### src/rtl/iob_cache_be_arbiter_pkg.sv
// Shared definitions for the two-master cache back-end arbiter:
// FSM state encoding and master index constants.
package iob_cache_be_arbiter_pkg;

    typedef enum logic [1:0] {
        ST_IDLE = 2'd0,
        ST_REQ  = 2'd1,
        ST_RESP = 2'd2
    } state_t;

    localparam logic MST_0 = 1'b0;
    localparam logic MST_1 = 1'b1;

endpackage

### src/rtl/iob_cache_be_arbiter_if.sv
// IOb native back-end bus bundle. The requester uses the master modport,
// the responder uses the slave modport.
interface iob_cache_be_arbiter_if #(
    parameter int ADDR_W = 32,
    parameter int DATA_W = 32
);
    logic                  avalid;
    logic [ADDR_W-1:0]     addr;
    logic [DATA_W-1:0]     wdata;
    logic [DATA_W/8-1:0]   wstrb;
    logic [DATA_W-1:0]     rdata;
    logic                  rvalid;
    logic                  ready;

    modport master (
        output avalid, addr, wdata, wstrb,
        input  rdata, rvalid, ready
    );

    modport slave (
        input  avalid, addr, wdata, wstrb,
        output rdata, rvalid, ready
    );
endinterface

### src/rtl/iob_cache_be_rr_arb.sv
// Stateless 2-input round-robin picker: a lone requester wins, and on a
// tie the master that was not served last wins.
module iob_cache_be_rr_arb
    import iob_cache_be_arbiter_pkg::*;
(
    input  logic [1:0] req,
    input  logic       last,
    output logic       grant,
    output logic       valid
);

    // Pick a winner from the request vector and the last-served pointer.
    always_comb begin
        grant = MST_0;
        valid = 1'b0;
        case (req)
            2'b01: begin
                grant = MST_0;
                valid = 1'b1;
            end
            2'b10: begin
                grant = MST_1;
                valid = 1'b1;
            end
            2'b11: begin
                grant = ~last;
                valid = 1'b1;
            end
            default: begin
                grant = MST_0;
                valid = 1'b0;
            end
        endcase
    end

endmodule

### src/rtl/iob_cache_be_arbiter.sv
// Two-master to one-slave round-robin arbiter for the cache back-end IOb bus.
// One transaction in flight; read data is routed back to the issuing master.
module iob_cache_be_arbiter
    import iob_cache_be_arbiter_pkg::*;
#(
    parameter int ADDR_W = 32,
    parameter int DATA_W = 32,
    parameter int NBYTES = DATA_W / 8
) (
    input  logic                   clk_i,
    input  logic                   cke_i,
    input  logic                   arst_i,
    iob_cache_be_arbiter_if.slave  m0,
    iob_cache_be_arbiter_if.slave  m1,
    iob_cache_be_arbiter_if.master mem
);

    state_t              state_r;
    state_t              state_s;
    logic                grant_r;
    logic                grant_s;
    logic                last_r;
    logic                last_s;
    logic                arb_grant_s;
    logic                arb_valid_s;
    logic                sel_avalid_s;
    logic [ADDR_W-1:0]   sel_addr_s;
    logic [DATA_W-1:0]   sel_wdata_s;
    logic [NBYTES-1:0]   sel_wstrb_s;

    iob_cache_be_rr_arb u_rr_arb (
        .req   ({m1.avalid, m0.avalid}),
        .last  (last_r),
        .grant (arb_grant_s),
        .valid (arb_valid_s)
    );

    assign sel_avalid_s = (grant_r == MST_1) ? m1.avalid : m0.avalid;
    assign sel_addr_s   = (grant_r == MST_1) ? m1.addr   : m0.addr;
    assign sel_wdata_s  = (grant_r == MST_1) ? m1.wdata  : m0.wdata;
    assign sel_wstrb_s  = (grant_r == MST_1) ? m1.wstrb  : m0.wstrb;

    // State, grant and last-served registers; reset makes m0 win the first tie.
    always_ff @(posedge clk_i) begin
        if (arst_i) begin
            state_r <= ST_IDLE;
            grant_r <= MST_0;
            last_r  <= MST_1;
        end else if (cke_i) begin
            state_r <= state_s;
            grant_r <= grant_s;
            last_r  <= last_s;
        end
    end

    // Next-state logic; the round-robin pointer moves only on acceptance.
    always_comb begin
        state_s = state_r;
        grant_s = grant_r;
        last_s  = last_r;
        case (state_r)
            ST_IDLE: begin
                if (arb_valid_s) begin
                    state_s = ST_REQ;
                    grant_s = arb_grant_s;
                end else begin
                    state_s = ST_IDLE;
                end
            end
            ST_REQ: begin
                // A request withdrawn before ready is abandoned without access.
                if (!sel_avalid_s) begin
                    state_s = ST_IDLE;
                end else if (mem.ready) begin
                    last_s  = grant_r;
                    state_s = (sel_wstrb_s == {NBYTES{1'b0}}) ? ST_RESP : ST_IDLE;
                end else begin
                    state_s = ST_REQ;
                end
            end
            ST_RESP: begin
                if (mem.rvalid) begin
                    state_s = ST_IDLE;
                end else begin
                    state_s = ST_RESP;
                end
            end
            default: begin
                state_s = ST_IDLE;
            end
        endcase
    end

    // Output routing: request pass-through in REQ, response steering in RESP.
    always_comb begin
        mem.avalid = 1'b0;
        mem.addr   = {ADDR_W{1'b0}};
        mem.wdata  = {DATA_W{1'b0}};
        mem.wstrb  = {NBYTES{1'b0}};
        m0.ready   = 1'b0;
        m1.ready   = 1'b0;
        m0.rvalid  = 1'b0;
        m1.rvalid  = 1'b0;
        m0.rdata   = {DATA_W{1'b0}};
        m1.rdata   = {DATA_W{1'b0}};
        case (state_r)
            ST_REQ: begin
                mem.avalid = sel_avalid_s;
                mem.addr   = sel_addr_s;
                mem.wdata  = sel_wdata_s;
                mem.wstrb  = sel_wstrb_s;
                if (grant_r == MST_1) begin
                    m1.ready = mem.ready;
                end else begin
                    m0.ready = mem.ready;
                end
            end
            ST_RESP: begin
                if (grant_r == MST_1) begin
                    m1.rvalid = mem.rvalid;
                    m1.rdata  = mem.rdata;
                end else begin
                    m0.rvalid = mem.rvalid;
                    m0.rdata  = mem.rdata;
                end
            end
            default: begin
                mem.avalid = 1'b0;
            end
        endcase
    end

endmodule

### src/flat_wrapper.sv
// flat-port wrapper written by rule: the top's interface ports become plain ports
module iob_cache_be_arbiter_flat import iob_cache_be_arbiter_pkg::*;
#(
    parameter int ADDR_W = 32,
    parameter int DATA_W = 32,
    parameter int NBYTES = DATA_W / 8
)
  (clk_i, cke_i, arst_i, m0_avalid, m0_addr, m0_wdata, m0_wstrb, m0_rdata, m0_rvalid, m0_ready, m1_avalid, m1_addr, m1_wdata, m1_wstrb, m1_rdata, m1_rvalid, m1_ready, mem_avalid, mem_addr, mem_wdata, mem_wstrb, mem_rdata, mem_rvalid, mem_ready);
  iob_cache_be_arbiter_if #(.ADDR_W(ADDR_W), .DATA_W(DATA_W)) m0_i ();
  iob_cache_be_arbiter_if #(.ADDR_W(ADDR_W), .DATA_W(DATA_W)) m1_i ();
  iob_cache_be_arbiter_if #(.ADDR_W(ADDR_W), .DATA_W(DATA_W)) mem_i ();
  input  logic clk_i;
  input  logic cke_i;
  input  logic arst_i;
  input wire logic [$bits(m0_i.avalid)-1:0] m0_avalid;
  input wire logic [$bits(m0_i.addr)-1:0] m0_addr;
  input wire logic [$bits(m0_i.wdata)-1:0] m0_wdata;
  input wire logic [$bits(m0_i.wstrb)-1:0] m0_wstrb;
  output wire logic [$bits(m0_i.rdata)-1:0] m0_rdata;
  output wire logic [$bits(m0_i.rvalid)-1:0] m0_rvalid;
  output wire logic [$bits(m0_i.ready)-1:0] m0_ready;
  input wire logic [$bits(m1_i.avalid)-1:0] m1_avalid;
  input wire logic [$bits(m1_i.addr)-1:0] m1_addr;
  input wire logic [$bits(m1_i.wdata)-1:0] m1_wdata;
  input wire logic [$bits(m1_i.wstrb)-1:0] m1_wstrb;
  output wire logic [$bits(m1_i.rdata)-1:0] m1_rdata;
  output wire logic [$bits(m1_i.rvalid)-1:0] m1_rvalid;
  output wire logic [$bits(m1_i.ready)-1:0] m1_ready;
  output wire logic [$bits(mem_i.avalid)-1:0] mem_avalid;
  output wire logic [$bits(mem_i.addr)-1:0] mem_addr;
  output wire logic [$bits(mem_i.wdata)-1:0] mem_wdata;
  output wire logic [$bits(mem_i.wstrb)-1:0] mem_wstrb;
  input wire logic [$bits(mem_i.rdata)-1:0] mem_rdata;
  input wire logic [$bits(mem_i.rvalid)-1:0] mem_rvalid;
  input wire logic [$bits(mem_i.ready)-1:0] mem_ready;
  assign m0_i.avalid = m0_avalid;
  assign m0_i.addr = m0_addr;
  assign m0_i.wdata = m0_wdata;
  assign m0_i.wstrb = m0_wstrb;
  assign m0_rdata = m0_i.rdata;
  assign m0_rvalid = m0_i.rvalid;
  assign m0_ready = m0_i.ready;
  assign m1_i.avalid = m1_avalid;
  assign m1_i.addr = m1_addr;
  assign m1_i.wdata = m1_wdata;
  assign m1_i.wstrb = m1_wstrb;
  assign m1_rdata = m1_i.rdata;
  assign m1_rvalid = m1_i.rvalid;
  assign m1_ready = m1_i.ready;
  assign mem_avalid = mem_i.avalid;
  assign mem_addr = mem_i.addr;
  assign mem_wdata = mem_i.wdata;
  assign mem_wstrb = mem_i.wstrb;
  assign mem_i.rdata = mem_rdata;
  assign mem_i.rvalid = mem_rvalid;
  assign mem_i.ready = mem_ready;
  iob_cache_be_arbiter #(.ADDR_W(ADDR_W), .DATA_W(DATA_W), .NBYTES(NBYTES)) u_core (.clk_i(clk_i), .cke_i(cke_i), .arst_i(arst_i), .m0(m0_i), .m1(m1_i), .mem(mem_i));
endmodule
### config.mk
export PLATFORM = sky130hd
export DESIGN_NAME = iob_cache_be_arbiter_flat
export DESIGN_NICKNAME = d
export VERILOG_FILES = /design/src/rtl/iob_cache_be_arbiter_pkg.sv /design/src/rtl/iob_cache_be_arbiter_if.sv /design/src/rtl/iob_cache_be_rr_arb.sv /design/src/rtl/iob_cache_be_arbiter.sv /design/src/flat_wrapper.sv
export SDC_FILE = /design/constraint.sdc
export NUM_CORES = 1
export LEC_CHECK = 0
export ABC_CLOCK_PERIOD_IN_PS = 1500
export BUFFER_PORTS_ARGS = -buffer_cell sky130_fd_sc_hd__buf_2
export CAP_MARGIN = 10
export CORE_AREA = 2 2 122 124
export DETAILED_ROUTE_END_ITERATION = 7
export DIE_AREA = 0 0 124 126
export PLACE_DENSITY = 0.46
export SYNTH_ARGS = -nofsm -noshare
export SYNTH_HDL_FRONTEND = slang
export SYNTH_SLANG_ARGS = --single-unit
### constraint.sdc
create_clock -name clk_i -period 1.5 [get_ports clk_i]
set_clock_uncertainty 0.15 [all_clocks]
set_input_delay 0.075 -clock clk_i [delete_from_list [all_inputs] [get_ports clk_i]]
set_output_delay 0.075 -clock clk_i [all_outputs]
set_load 0.005 [all_outputs]
Word level (Yosys, flattened, before mapping)
Index checks and enable logic that the tools add are counted.
- multipliers: 0
- shift-type cells: 0
- mux-type cells: 28
- equal/unequal tests: 5
- bitwise logic cells: 1
- $lt $le $gt $ge: 0
- div/mod/pow operators: 0
- $add $sub $neg: 0
- reduce and logical (&&, ||, !) cells: 5
- operator list (cell ; number):
    32-bit 2-to-1 mux ; 8
    1-bit 2-to-1 mux ; 12
    2-bit 2-to-1 mux ; 4
    4-bit 2-to-1 mux ; 2
    2-bit equality test (second input constant) ; 3
    2-bit case mux with 3 select lines ; 1
    2-bit by 1-bit equality test with 1-bit output (second input constant) ; 2
    4-bit zero test ; 1
    4-bit AND reduction ; 1
    3-bit AND reduction ; 1
    3-bit OR reduction ; 1
    2-bit zero test ; 1
    1-bit case mux with 2 select lines ; 1
    1-bit inverter ; 1
- logic and storage cells: 42
- memories kept: 0
- bits in writable memories: 0
- register bits: 4
- input port bits: 175
- memory bits (read-only): 0
- bits in latches: 0

Depth between registers and ports, before layout
Gate-level depths: netlist (run 1).
- depth after elaboration: 6
- depth in mapped cells: 6
- depth with buffers taken out: 3

Cells and area by module
Synthesis (run 1) repeated with hierarchy kept, for this count alone.
- cells, all modules: 258
- area, all modules: 1752.9 µm²
- modules (own cells, without submodules) (module ; area each (µm²) ; cells an instance ; times used):
    iob_cache_be_arbiter ; 1739.2 ; 256 ; 1
    iob_cache_be_rr_arb ; 13.8 ; 2 ; 1

Worst setup path after synthesis (run 1)
Ideal clock, no wire load.
- path kind: reg2reg
- start point: register u_core.grant_r
- end point: register u_core.state_r[0]
- setup slack: 0.134 ns
- path buffers: 1
- arrival time: 1.098 ns
- required time: 1.233 ns
- setup time: 0.117 ns
- period minus slack after synthesis: 1.366 ns
- stages on the path, launching flop included: 5
- cell sequence: dfxtp_1 buf_4 mux2i_2 o22ai_1 a32o_1
- word-level cells in the longest chain between the ends: 3
- ends and longest elaborated chain (what ; RTL line ; source):
    start, declared ; iob_cache_be_arbiter.sv:20 ; logic grant_r;
    start signal, assigned ; iob_cache_be_arbiter.sv:51 ; grant_r <= grant_s;
    1-bit 2-to-1 mux ; iob_cache_be_arbiter.sv:38 ; assign sel_avalid_s = (grant_r == MST_1) ? m1.avalid : m0.avalid;
    2-bit 2-to-1 mux ; iob_cache_be_arbiter.sv:72 ; if (!sel_avalid_s) begin
    2-bit case mux with 3 select lines ; iob_cache_be_arbiter.sv:61 ; case (state_r)
    end signal, assigned ; iob_cache_be_arbiter.sv:50 ; state_r <= state_s;
    end, declared ; iob_cache_be_arbiter.sv:18 ; state_t state_r;
No other way between the ends.
A chain may end at the register's enable or synchronous reset.

Worst setup path after layout (run 1)
- start point: register u_core.grant_r
- end point: output port m1_rdata[0]
- word-level cells in the longest chain between the ends: 2
- ends and longest elaborated chain (what ; RTL line ; source):
    32-bit 2-to-1 mux ; iob_cache_be_arbiter.sv:119 ; if (grant_r == MST_1) begin
    32-bit 2-to-1 mux ; iob_cache_be_arbiter.sv:106 ; case (state_r)
    end, declared ; flat_wrapper.sv:26 ; output wire logic [$bits(m1_i.rdata)-1:0] m1_rdata;
No other way between the ends.

==> results of run 1 <==
==> worst max-delay path by stage <==
stage,end,from,cells past startpoint,slack [ps]
finish,m1_rdata[0],u_core.grant_r,6,-100
global route,mem_wdata[31],u_core.grant_r,6,-170
CTS,m1_rdata[24],u_core.grant_r,6,-120
detailed placement,u_core.state_r[1],u_core.grant_r,4,-110
global placement,u_core.state_r[1],u_core.grant_r,4,-140
floorplan,u_core.state_r[0],u_core.grant_r,4,130
==> registers in the layout, summed over array words and instances (netlist names) <==
signal and count:
u_core.grant_r 1, u_core.state_r 2, u_core.last_r 1
==> cells in the final DEF, fill, tap and decap left out <==
master and instances:
buf_2 311, nor2_1 70, and2_1 66, mux2i_1 63, buf_12 12, clkbuf_16 7, buf_4 7, buf_6 5
mux2i_2 4, mux2i_4 2, nor3b_2 2, and3_1 2, inv_1 2, o21ai_0 2, buf_8 2, dlygate4sd3_1 2
dfxtp_4 2, nand2b_4 1, nor2_2 1, inv_2 1, nor3b_4 1, nor2b_1 1, nor4_1 1, nor3_4 1
a22oi_2 1, nand4b_1 1, nand3_1 1, o41ai_2 1, nand2b_1 1, a21oi_1 1, a311oi_1 1, o22ai_1 1
nor3_1 1, a32o_1 1, o311ai_1 1, clkbuf_1 1, buf_16 1, dfxtp_1 1, dfxtp_2 1
==> cell type report <==
class	count	area, um2
clock buffers	4	78.8
fillers	1604	10200
inverters	3	11.3
multi-input cells	228	1610
flip-flops and latches	4	88.8
well taps	184	230
repair buffers	344	2080
==> synthesized netlist by cell type (2+ instances only) <==
cell type / number
and2_1: 66
and3_1: 2
buf_2: 5
buf_4: 7
clkbuf_1: 11
dfxtp_1: 4
inv_1: 3
mux2i_1: 68
nand2b_1: 2
nor2_1: 71
nor3_1: 2
nor3b_2: 2
o21ai_0: 2
==> power breakdown <==
group | switching, mW | internal (mW)
logic | 0.392 | 0.530
registers | 0.0121 | 0.112
clock network | 0.0816 | 0.352
==> logic make-up (layout without fill, tap and decap cells) <==
| logic type | count (synthesis) | after routing | share of synthesized area |
|---|---|---|---|
| and+or+nand+nor | 150 | 150 | 0.442 |
| muxes | 69 | 69 | 0.397 |
| DFF | 4 | 4 | 0.0457 |
| buffers and inverters | 26 | 351 | 0.0743 |
| AOI/OAI and AO/OA | 9 | 9 | 0.0415 |
==> per-layer routing <==
metal	part of all wire	routed length, um	vias up	GRT usage
met5	0	0	-	0
met4	0.0020	21	0	0.0132
met3	0.069	738	2	0.0159
met2	0.51	5400	127	0.211
met1	0.42	4510	1309	0.140
li1	-	-	1509	-
==> timing repair <==
item                                    in CTS  in global routing
endpoints found under the hold margin        2                  0
gates resized for setup                     22                 12
pin swaps                                    4                  8
endpoints found under the setup margin     136                138
buffers inserted                             9                  3
cloned                                       4                  5
hold buffers                                 2                  0
==> stage by stage <==
step / hold slack [ps] / setup slack, ps
floorplan: -2.86 / 134
global placement: 164 / -139
detailed placement: 162 / -112
CTS: 24.6 / -125
global route: 50.7 / -166
finish: 33.4 / -102
==> critical path: stages, from the launching register on <==
cell     delay [ps]
dfxtp_4         370
inv_2            60
nor3b_4         220
buf_6           140
buf_12          120
and2_1          130
buf_2           110
==> results.cfg, run 1 <==
[floorplan]
row_count = 44
die_w_um = 124
start_util = 0.122
die_h_um = 126
die_area_um2 = 15600
io_pins = 312
core_area_um2 = 14300

[drt]
vias = 2947
first_iter_violations = 79
wl_um = 10700
post-route-drc-count = 0
vias_per_cell = 3.84
drt-pass1-iter-count = 4
drtAntennaViolNets = 0
wl_per_cell_um = 13.9

[setup_path]
worstSetupPathType = flop to output port
crit_fanout = 15
r2r_slack_ps = 0
r2r_start = u_core.grant_r
r2r_end = u_core.state_r[0]
crit_required_ps = 1270
startpoint_type = flop
r2r_cells = 5
cp.arrival_ps = 1380
critPathCaptureType = output port

[grt]
grt_pass1_wl_um = 14000
grt-ovfl-total = 0
grt_use_total = 0.113
grt_pass1_vias = 2718
antenna_found_initial = 0
grt_max_degree = 41

[placed_design]
hpwl_um = 8160
place_inst = 744
place_area_um2 = 3620
portBuffers = 311
gp_congestion = 0.767

[finish]
n_antenna_cell = 0
postLayoutCoreUtil = 0.287
area_growth_pct = 135
layout-drive-gt1-share = 0.623
fin_cells = 767
final_nets = 759
design_area_um2 = 4110

[timing]
timing.final.crit_share = 1.07
slew_headroom = 0.797
rsz0062_at_grt = yes
setup_viol = 88
fin_setup_tns_ps = -3050
slew_viol_final = 0
hold_viol_final = 0
max_slew.worst_pin.slew_ps = 302
fmax_mhz = 624
worst_slack_ps = -102
period_needed_ps = 1600

[yosys]
synth-main-ff-cell = dfxtp_1
synthArstFlopShare = 0
syn_nets = 433
ys_seq_area_frac = 0.0457
synth_warnings = 0
yosysTopAreaCellShare = 0.389
ys_ff_latch = 4
synthCells = 258
synthTopCellsByArea = mux2i_1, and2_1, nor2_1
synth_area_um2 = 1750
yosysUniqueCellTypes = 26
synth.avg_cell_area_um2 = 6.78
yosys.area.top_type = mux2i_1
synth_edf_count = 0

[clock_tree]
clockBufferDepth = 2
clk_pin_slew_ps = 30
cts_buffers = 3
tritoncts = yes
htreeDepth = 1
root_buffer = clkbuf_16
cts.sinks = 4
clk_latency_ps = 230

[status]
violations = setup timing
run_status = complete, but fails checks

[hold_path]
worstHoldPathType = input port to flop
hold_path_startpoint = m1_avalid
whs_endpoint = u_core.grant_r
holdPathStages = 3

[run]
maxCapViolations = 0

[power_and_ir_drop]
fin_total_pwr_mw = 1.48
p_per_area_nw_per_um2 = 360
p_leak_nw = 2.34
ir_drop_mv = 0.265
(Power assumes the default switching activity.)
==> run 2, diff against run 1 <==
--- a/config.mk
+++ b/config.mk
@@ -5,7 +5,7 @@
 export SDC_FILE = /design/constraint.sdc
 export NUM_CORES = 1
 export LEC_CHECK = 0
-export ABC_CLOCK_PERIOD_IN_PS = 1500
+export ABC_CLOCK_PERIOD_IN_PS = 1770
 export BUFFER_PORTS_ARGS = -buffer_cell sky130_fd_sc_hd__buf_2
 export CAP_MARGIN = 10
 export CORE_AREA = 2 2 122 124
==> constraint.sdc (replaced) <==
create_clock -name clk_i -period 1.77 [get_ports clk_i]
set_clock_uncertainty 0.15 [all_clocks]
set_input_delay 0.0885 -clock clk_i [delete_from_list [all_inputs] [get_ports clk_i]]
set_output_delay 0.0885 -clock clk_i [all_outputs]
set_load 0.005 [all_outputs]
==> run 2 against run 1 <==
Net effect:
- the flow now finishes without violations
- cell count is 2.5% lower
- clock power is 15% lower
- die area stayed put
- sequential share of layout area increased by 0.12 points
- combinational power down 32%
- hold slack better by 0.75 ps
- global-route usage shrank 0.86 points
- largest power group unchanged
- largest cell class unchanged
- clock-buffer cell count unchanged
==> results.cfg, run 2 (synthesis gave the netlist of run 1 again) <==
[grt]
grt_max_degree = 48
antenna_found_initial = 0
grt-ovfl-total = 0
grt_pass1_wl_um = 13000
grt_pass1_vias = 2562
grt_use_total = 0.105

[finish]
layout_common_cells = buf_2, nor2_1, mux2i_1, and2_1, buf_4
area_growth_pct = 109
top_regs = u_core.state_r (2), u_core.grant_r (1), u_core.last_r (1)
largest_reg_flops = 2
final_common_cell = buf_2
layout-drive-gt1-share = 0.589
n_antenna_cell = 0
largest-register = u_core.state_r
final_nets = 740

[floorplan]
die_area_um2 = 15600
die_h_um = 126
row_count = 44
die_w_um = 124
start_util = 0.122
core_area_um2 = 14300
io_pins = 312

[setup_path]
worstSetupPathType = flop to output port
critPathCaptureType = output port
crit_required_ps = 1530
r2r_slack_ps = 250
cp.arrival_ps = 1440
startpoint_type = flop
crit_fanout = 7

[clock_tree]
clk_pin_slew_ps = 30
htreeDepth = 1
cts_buffers = 3
cts.sinks = 4
clockBufferDepth = 2
clk_latency_ps = 230
tritoncts = yes
root_buffer = clkbuf_16

[timing]
fin_setup_tns_ps = 0
slew_headroom = 0.752
period_needed_ps = 1680
setup_viol = 0
max_slew.worst_pin.slew_ps = 364
hold_viol_final = 0
worst_slack_ps = 87.6
timing.final.crit_share = 0.950
rsz0062_at_grt = no
slew_viol_final = 0
fmax_mhz = 594

[power_and_ir_drop]
ir_drop_mv = 0.204
fin_total_pwr_mw = 1.10
p_per_area_nw_per_um2 = 300
p_leak_nw = 2.15

[drt]
drt-pass1-iter-count = 6
vias_per_cell = 3.83
wl_per_cell_um = 12.8
post-route-drc-count = 0
first_iter_violations = 64
vias = 2866
drtAntennaViolNets = 0
wl_um = 9560

[placed_design]
hpwl_um = 8070
portBuffers = 311
dp_slack_ps = 268
gp_congestion = 0.824

[run]
maxCapViolations = 0

[hold_path]
worstHoldPathType = input port to flop

[status]
run_status = completed
run 2: path summary, 6_finish.rpt:
kind,start,end,depth (start not counted)
max,u_core.grant_r,m1_rdata[17],6
min,m1_avalid,u_core.grant_r,3
max reg2reg,u_core.grant_r,u_core.state_r[0],4
min reg2reg,u_core.last_r,u_core.last_r,2
run 2: area by class of cell:
class | instances | area (um2)
clock buffer | 4 | 78.8
fill | 1620 | 10600
inverter | 3 | 11.3
multi-input combinational | 228 | 1550
sequential | 4 | 83.8
tap | 184 | 230
timing repair buffer | 325 | 1710
run 2: worst max-delay path: stages, from the launching register on:
cell and delay (ps):
dfxtp_4 380, inv_1 110, nor3b_4 170, buf_4 170
buf_2 150, and2_1 130, buf_2 110
run 2: metal layers:
layer,global-route usage,vias up,wire length (um)
met2,0.189,146,4710
met3,0.0159,10,893
met5,0,-,0
li1,-,1466,-
met1,0.129,1244,3850
met4,0.0245,0,108
run 2: through the flow:
stage	std cells	hold slack, ps	utilization	cell area (um2)
finish	748	34.1	0.256	3670
global route	748	53.3	0.256	3670
CTS	743	29.5	0.252	3610
detailed placement	737	170	0.246	3510
global placement	737	172	0.246	3510
floorplan	258	10.6	-	1750
run 2: timing repair:
item,CTS,global route
hold buffers,2,0
resized for setup,0,6
endpoints found under the setup margin,0,26
buffers inserted,0,3
endpoints found under the hold margin,2,0
run 2: power breakdown:
| part | total, mW | switching (mW) | internal [mW] |
|---|---|---|---|
| logic | 0.628 | 0.289 | 0.339 |
| clock network | 0.368 | 0.0702 | 0.298 |
| registers | 0.105 | 0.00989 | 0.0947 |
| total | 1.10 | 0.369 | 0.732 |
==> run 3, diff against run 2 <==
--- a/config.mk
+++ b/config.mk
@@ -7,11 +7,10 @@
 export LEC_CHECK = 0
 export ABC_CLOCK_PERIOD_IN_PS = 1770
 export BUFFER_PORTS_ARGS = -buffer_cell sky130_fd_sc_hd__buf_2
-export CAP_MARGIN = 10
 export CORE_AREA = 2 2 122 124
 export DETAILED_ROUTE_END_ITERATION = 7
 export DIE_AREA = 0 0 124 126
-export PLACE_DENSITY = 0.46
+export PLACE_DENSITY_LB_ADDON = 0.3
 export SYNTH_ARGS = -nofsm -noshare
 export SYNTH_HDL_FRONTEND = slang
 export SYNTH_SLANG_ARGS = --single-unit
==> run 3 against run 2 <==
Net effect:
- sequential share of layout area is essentially flat
- combinational power is essentially flat
- first-iteration DRC count grew 41%
- sequential power is essentially flat
- sequential cell count is the same
- global-route usage shrank 0.062 points
- utilization is essentially flat
- via count shrank 2.1%
- clock power grew 3%
- clock-buffer cell count is the same
- critical path depth shrank 1
- non-clock buffer count shrank 1
==> results.cfg, run 3 (synthesis gave the netlist of run 1 again) <==
[status]
run_status = completed

[timing]
fin_setup_tns_ps = 0
hold_viol_final = 0
slew_viol_final = 0
fmax_mhz = 600
period_needed_ps = 1670
rsz0062_at_grt = no
timing.final.crit_share = 0.941
slew_headroom = 0.792
setup_viol = 0
hold_slack_ps = 38.5
worst_slack_ps = 104
max_slew.worst_pin.slew_ps = 307

[power_and_ir_drop]
p_per_area_nw_per_um2 = 304
p_leak_nw = 2.14
ir_drop_mv = 0.203
fin_total_pwr_mw = 1.11

[placed_design]
place_area_um2 = 3540
gp_congestion = 0.812
dp_slack_ps = 191
hpwl_um = 7690
place_inst = 739
portBuffers = 311

[clock_tree]
clk_latency_ps = 230
cts_buffers = 3
root_buffer = clkbuf_16
clk_pin_slew_ps = 30
htreeDepth = 1
tritoncts = yes
cts.sinks = 4
clockBufferDepth = 2

[finish]
largest_reg_flops = 2
area_growth_pct = 109
final_nets = 739
n_antenna_cell = 0
top_regs = u_core.state_r (2), u_core.grant_r (1), u_core.last_r (1)
layout-drive-gt1-share = 0.590
postLayoutCoreUtil = 0.256
largest-register = u_core.state_r
fin_cells = 747
layout_common_cells = buf_2, nor2_1, mux2i_1, and2_1, buf_4
num-fill-cells = 1610
final_common_cell = buf_2
design_area_um2 = 3660

[drt]
wl_um = 9090
drt-pass1-iter-count = 4
vias_per_cell = 3.76
vias = 2806
post-route-drc-count = 0
first_iter_violations = 90
wl_met1_um = 3690
wl_met3_um = 758
maxUsedRoutingLayer = met4
drtAntennaViolNets = 0
wl_per_cell_um = 12.2
wl_met2_um = 4560

[setup_path]
worstSetupPathType = flop to output port
cp.arrival_ps = 1430
startpoint_type = flop
crit_required_ps = 1530
critPathCaptureType = output port
crit_fanout = 33

[grt]
grt_max_degree = 57
grt_use_total = 0.104
grt_pass1_vias = 2572
antenna_found_initial = 0
grt-ovfl-total = 0
grt_pass1_wl_um = 13000

[floorplan]
die_w_um = 124
die_h_um = 126
core_area_um2 = 14300
die_area_um2 = 15600
start_util = 0.122
row_count = 44
io_pins = 312

[hold_path]
worstHoldPathType = input port to flop

[run]
maxCapViolations = 0
==> run 3: cell types whose count changed in the layout (fill, tap and decap cells not counted) <==
cell / previous run / this run
dfxtp_1: 3 / 2
buf_6: 3 / 0
buf_12: 3 / 4
buf_2: 312 / 311
buf_4: 5 / 7
dfxtp_2: 0 / 1
==> run 3: critical path, stage by stage, from the launching register on <==
cell	delay (ps)
dfxtp_4	360
buf_4	160
nor3b_4	230
buf_12	190
and2_1	130
buf_2	110
==> run 3: area by class of cell <==
type                       count  area, um2  share of cell area
tap                          184        230              0.0628
inverter                       3       11.3             0.00307
timing repair buffer         324       1710               0.467
multi-input combinational    228       1550               0.423
clock buffer                   4       78.8              0.0215
sequential                     4       85.1              0.0232
==> run 3: what timing repair did <==
item                                    4_1_cts  5_1_grt
endpoints found under the setup margin       34       11
setup buffers                                 2        0
gates resized for setup                       0        2
endpoints found under the hold margin         2        0
cloned                                        0        0
hold buffers                                  2        0
==> run 3: final timing paths <==
check,to,cells after the start,startpoint,slack [ps]
worst max register to register,u_core.state_r[0],4,u_core.grant_r,270
worst min-delay path,u_core.grant_r,3,m1_avalid,40
worst min register to register,u_core.last_r,2,u_core.last_r,380
worst max-delay path,m0_rdata[29],5,u_core.grant_r,100
==> run 3: where the power goes <==
part,switching (mW),internal (mW)
Sequential,0.0102,0.0952
Combinational,0.288,0.343
Clock,0.0794,0.299
Total,0.377,0.737
==> run 3: metal layers <==
metal,global-route usage,vias up
met4,0.0198,0
met2,0.184,124
met5,0,-
li1,-,1469
met3,0.0208,9
met1,0.131,1204
